[src/rtl/fetch_stage.sv]
// Instruction-fetch stage: owns the PC, addresses the combinational instruction
// memory and captures the fetched word into the IF/ID pipeline register.
module fetch_stage #(
  parameter int               WIDTH    = 32,
  parameter logic [WIDTH-1:0] RESET_PC = '0
) (
  input  logic             clk,
  input  logic             reset,
  input  logic             stall_f,
  input  logic             stall_d,
  input  logic             flush_d,
  input  logic             branch_taken_e,
  input  logic [WIDTH-1:0] branch_target_e,
  input  logic             pc_src_w,
  input  logic [WIDTH-1:0] result_w,
  output logic [WIDTH-1:0] imem_addr,
  input  logic [WIDTH-1:0] imem_rd,
  output logic [WIDTH-1:0] instr_d,
  output logic [WIDTH-1:0] pc_d,
  output logic [WIDTH-1:0] pc_plus8_d,
  output logic             valid_d,
  output logic [WIDTH-1:0] fetch_count
);

  logic [WIDTH-1:0] pc_f;
  logic [WIDTH-1:0] pc_plus4;
  logic [WIDTH-1:0] pc_plus8;
  logic [WIDTH-1:0] pc_next;
  logic             redirect;
  logic             pc_load;
  logic             ifid_load;
  logic             count_sat;

  assign imem_addr = pc_f;

  // NOTE: every variable assigned in always_comb gets a default first so no
  // path leaves it unassigned; otherwise synthesis infers a latch.
  always_comb begin
    pc_plus4  = pc_f + WIDTH'(4);
    pc_plus8  = pc_f + WIDTH'(8);
    redirect  = branch_taken_e || pc_src_w;
    pc_next   = pc_plus4;
    if (branch_taken_e) begin
      pc_next = branch_target_e;
    end else if (pc_src_w) begin
      pc_next = result_w;
    end
    pc_next[1:0] = 2'b00;
    // A redirect must never be lost, so it punches through a fetch stall.
    pc_load   = redirect || !stall_f;
    ifid_load = !flush_d && !stall_d;
    count_sat = (fetch_count == '1);
  end

  // NOTE: sequential state uses non-blocking assignments so every register
  // samples the pre-edge values, independent of statement order.
  always_ff @(posedge clk) begin
    if (reset) begin
      pc_f <= RESET_PC;
    end else if (pc_load) begin
      pc_f <= pc_next;
    end
  end

  // Flush outranks stall: a squashed instruction must not linger in decode.
  always_ff @(posedge clk) begin
    if (reset || flush_d) begin
      instr_d    <= '0;
      pc_d       <= '0;
      pc_plus8_d <= '0;
      valid_d    <= 1'b0;
    end else if (ifid_load) begin
      instr_d    <= imem_rd;
      pc_d       <= pc_f;
      pc_plus8_d <= pc_plus8;
      valid_d    <= 1'b1;
    end
  end

  always_ff @(posedge clk) begin
    if (reset) begin
      fetch_count <= '0;
    end else if (ifid_load && !count_sat) begin
      fetch_count <= fetch_count + WIDTH'(1);
    end
  end

endmodule
[config.mk]
export PLATFORM = sky130hd
export DESIGN_NAME = fetch_stage
export DESIGN_NICKNAME = d
export VERILOG_FILES = /design/src/rtl/fetch_stage.sv
export SDC_FILE = /design/constraint.sdc
export NUM_CORES = 1
export LEC_CHECK = 0
export ABC_AREA = 1
export ABC_CLOCK_PERIOD_IN_PS = 4100
export BUFFER_PORTS_ARGS = -buffer_cell sky130_fd_sc_hd__buf_4
export CORE_UTILIZATION = 55
export DETAILED_ROUTE_END_ITERATION = 16
export GPL_TIMING_DRIVEN = 1
export PLACE_DENSITY = 0.86
export SETUP_SLACK_MARGIN = 0.5
export SLEW_MARGIN = 30
export SYNTH_ARGS = -nofsm -noshare
export SYNTH_HDL_FRONTEND = slang
export SYNTH_SLANG_ARGS = --single-unit
[constraint.sdc]
create_clock -name clk -period 4.1 [get_ports clk]
set_clock_uncertainty 0.15 [all_clocks]
set_input_delay 0.41 -clock clk [delete_from_list [all_inputs] [get_ports clk]]
set_output_delay 0.41 -clock clk [all_outputs]
set_load 0.05 [all_outputs]
# ---- After elaboration in Yosys (flattened, before gate mapping)
# Cells that the tools add are included.
dict set report classes {
  n_addsub 3
  eq_ne 1
  mux 2
  reduce_logical 9
}
# cell count
set ops {}
lappend ops {{two-way mux 32 bit} 2}
lappend ops {{adder 32 x 1 -> 32 bit, second input constant} 1}
lappend ops {{adder 32 x 3 -> 32 bit, second input constant} 1}
lappend ops {{adder 32 x 4 -> 32 bit, second input constant} 1}
lappend ops {{equality test 32 bit, second input constant} 1}
lappend ops {{logical NOT 1 bit} 4}
lappend ops {{logical OR 1 bit} 3}
lappend ops {{logical AND 1 bit} 2}
dict set report totals {
  register_bits 157
  inputBits 103
  out_inout_bits 161
  elab_cells 21
}

# ---- Logic depth before layout (Yosys ltp)
dict set report depth {
  ltp_word 3
  ltp_mapped 13
  mapped_depth_nobuf 12
}

# ---- Worst setup path after synthesis
# Ideal clock, no wire load.
dict set report synth_timing {
  path_type {register to register}
  start {register fetch_count[1]}
  end {register fetch_count[21]}
  setup_time_ps 117
  arrival_ps 1973
  t_required_ps 3833
  path_slack_ps 1860
  path_stages_with_launch 12
  path_buffers 1
  period_less_slack_ps 2240
  cell_sequence {dfxtp_1 ha_1 nand3_2 nor2_4 nand2_2 nor2_4 nand2_2 nand2_4 inv_2 buf_6 a21oi_1 nor2_1}
}
dict set report synth_between {
  elab_chain_len 3
  word_cells_on_any_way 4
  cone_classes {add/sub (1); eq/ne (1); reduce/logical (2)}
}
# element line_no
set synth_lines {}
lappend synth_lines {{start: declaration} 22} ;# output logic [WIDTH-1:0] fetch_count
lappend synth_lines {{start signal: assignment} 84} ;# fetch_count <= fetch_count + WIDTH'(1);
lappend synth_lines {{branches (longest 3 deep; another with adder 32 x 1 -> 32 bit)} n/a}
# Several ways; the timed one is not identified.
# A chain may end at the register's enable or synchronous reset.

# ---- Final worst setup path
# Ends and elaborated chain as after synthesis.

==> results.json <==
{
  "finalWirelength_microns": 26900,
  "cts.hold.buffers_added": 0,
  "grt_pass1_wl_microns": 40600,
  "tightest_slew_ns": 0.904,
  "fmax_ghz": 0.395,
  "drive_above_1_share_pct": 21.8,
  "synth_top_flop_cell": "dfxtp_1",
  "power.internal_mw": 2.60,
  "regToRegStartpoint": "fetch_count[1]",
  "min-delay-start": "imem_rd[23]",
  "design_area_sq_mm": 0.0106,
  "cts_tree": "yes",
  "regToRegEndpoint": "fetch_count[21]",
  "initial_core_util_pct": 56.2,
  "min_to": "instr_d[23]",
  "root_buffer": "clkbuf_16",
  "antenna_found_initial": 0,
  "placed_cells": 1644,
  "seq_area_frac_synth_pct": 37.9,
  "synth.distinct_cells": 40,
  "ir_drop_mv": 0.289,
  "power_frac_comb_pct": 15.6,
  "clock_path_buffers": 2,
  "critPathRequiredTime_ns": 4.27,
  "crit_fanout": 32,
  "cts_setup_buffers": 0,
  "drc": 0,
  "reg2regPathDepth": 10,
  "seqPwrFrac_pct": 43.2,
  "syn_inst": 1264,
  "power.density_mw_per_mm2": 355,
  "ys_warn_count": 0,
  "p_leak_nw": 4.53,
  "die_w_microns": 124,
  "setup_viol": 0,
  "clock-sinks": 154,
  "min_path_type": "primary input to flop",
  "start_kind": "flop",
  "htree_levels": 4,
  "clkPwrFrac_pct": 41.2,
  "drv_cap": 0,
  "cts_resized": 0,
  "placed_area_sq_mm": 0.0100,
  "rsz0062_at_grt": "false",
  "r2r_slack_ns": 1.57,
  "gp_congestion": 1.02,
  "worstPathArrival_ns": 2.70,
  "grt-ovfl-total": 0,
  "layout_common_cells": "383 x nand2_1, 261 x buf_4, 179 x nor2_1",
  "nets": 1585,
  "syn_to_final_growth_pct": 30.2,
  "syn_area_sq_mm": 0.00813,
  "ys_async_sr_fraction_pct": 0,
  "critPathKind": "flop to flop",
  "outcome": "complete, no violations",
  "period_minus_slack_ns": 2.53,
  "core_region_area_sq_mm": 0.0145,
  "fin_crit_sh_pct": 61.7,
  "swShare_pct": 30.7,
  "wire_per_inst_microns": 16.0,
  "grt_pass1_vias": 8155,
  "ys_seq_elements": 154,
  "synth_area_per_cell_sq_um": 6.43,
  "antenna_cells": 0,
  "synth_edf_count": 0,
  "critical_path.endpoint_type": "flop",
  "cpMaxStageDelayCell": "dfxtp_1",
  "viasPerCell": 5.48,
  "firstDrtPassIters": 6,
  "relSlewSlack_pct": 39.8,
  "vias": 9184,
  "die-area_sq_mm": 0.0153,
  "clkTransAtPathRegs_ns": 0.07,
  "finalSetupTns_ns": 0,
  "drv_slew": 0,
  "worstHoldPathCells": 3,
  "cts_buffers": 17,
  "hold_viol": 0,
  "io_pins": 264,
  "die_h_microns": 124,
  "num_rows": 44,
  "ant_nets": 0,
  "io_buffers": 253,
  "grt_max_degree": 62,
  "clk-insertion-delay-late_ns": 0.43,
  "mostFrequentLayoutCell": "nand2_1",
  "stdcell_count": 1676,
  "p_sw_mw": 1.15,
  "path_cells": "ha_1 > nand3_2 > nor2_4 > nand2_2 > nor2_4 > nand2_2 > nand2_4 > inv_2 > a21oi_1 > nor2_1",
  "track_usage_pct": 34.4,
  "place_hpwl_microns": 19400,
  "initialDrtViolationCount": 797,
  "critPathMaxStageDelay_ns": 0.39
}
[cells in the mapped netlist (all sizes together), types with 13 or more instances]
cell / instances / share of area, %
nand2: 392 / 18
nor2: 192 / 9.6
dfxtp: 154 / 38
a21oi: 130 / 8.0
inv: 88 / 4.1
nand3: 75 / 4.8
o21ai: 48 / 3.0
clkbuf: 39 / 1.8
buf: 31 / 2.2
nor3: 28 / 1.8
xor2: 21 / 2.3
nand3b: 13 / 1.2
[worst max path at each step]
stage	startpoint	slack (ns)	to	cells after the start
6_report	fetch_count[1]	1.57	fetch_count[21]	10
5_1_grt	fetch_count[1]	1.38	fetch_count[20]	12
4_1_cts	fetch_count[0]	1.61	fetch_count[21]	10
3_5_place_dp	reset	1.53	valid_d	6
3_3_place_gp	reset	1.58	valid_d	6
2_1_floorplan	fetch_count[1]	1.86	fetch_count[21]	11
[cells by family after synthesis]
| logic type | Yosys count | synth area share (%) |
|---|---|---|
| AOI/OAI and AO/OA | 207 | 13.6 |
| xor gates and xnor gates | 27 | 2.91 |
| adders and majority gates | 3 | 0.462 |
| buffers and inverters | 158 | 8.14 |
| DFF | 154 | 37.9 |
| other | 1 | 0.0461 |
| and+or+nand+nor | 714 | 36.9 |
[power by group through the flow]
stage	clock [mW]	sequential, mW	combinational (mW)
CTS	1.55	1.62	0.584
floorplan	0	1.77	0.240
global placement	0	1.65	0.575
global route	1.62	1.62	0.631
finish	1.55	1.62	0.587
detailed placement	0	1.65	0.581
[critical path: cells and delay by family, from the launching register on]
kind            cells  cell delay [ns]
compound gates      1             0.24
fa+ha+maj           1             0.30
flops               1             0.39
simple gates        7             1.01
buf+inv             1             0.31
[state kept, by name, summed over array words and instances (netlist names)]
signal / count
pc_plus8_d: 29
pc_d: 30
imem_addr: 30
instr_d: 32
fetch_count: 32
valid_d: 1
[per-stage QoR]
stage | util [%] | total power [mW] | hold WS (ns) | setup WS [ns]
2_1_floorplan | - | 2.01 | 0.408 | 1.86
3_3_place_gp | 69.2 | 2.23 | 0.298 | 1.58
3_5_place_dp | 69.2 | 2.23 | 0.303 | 1.53
4_1_cts | 73.2 | 3.75 | 0.0846 | 1.61
5_1_grt | 73.2 | 3.88 | 0.0790 | 1.38
6_report | 73.2 | 3.76 | 0.0867 | 1.57
[layout make-up]
type | count | area, sq um
Sequential cell | 154 | 3080
Inverter | 88 | 330
Tap cell | 184 | 230
Multi-Input combinational cell | 957 | 4410
Fill cell | 1278 | 3890
Clock buffer | 19 | 443
Timing Repair Buffer | 261 | 1960
Clock inverter | 13 | 134
[routing by layer]
metal,GRT usage (%),part of all wire [%],up-vias
li1,-,-,4494
met2,58.7,49,403
met3,5.77,6.9,78
met4,17.7,4.1,0
met5,0,0,-
met1,41.6,40,4209
No activity file was read; power rests on OpenSTA's default activity.
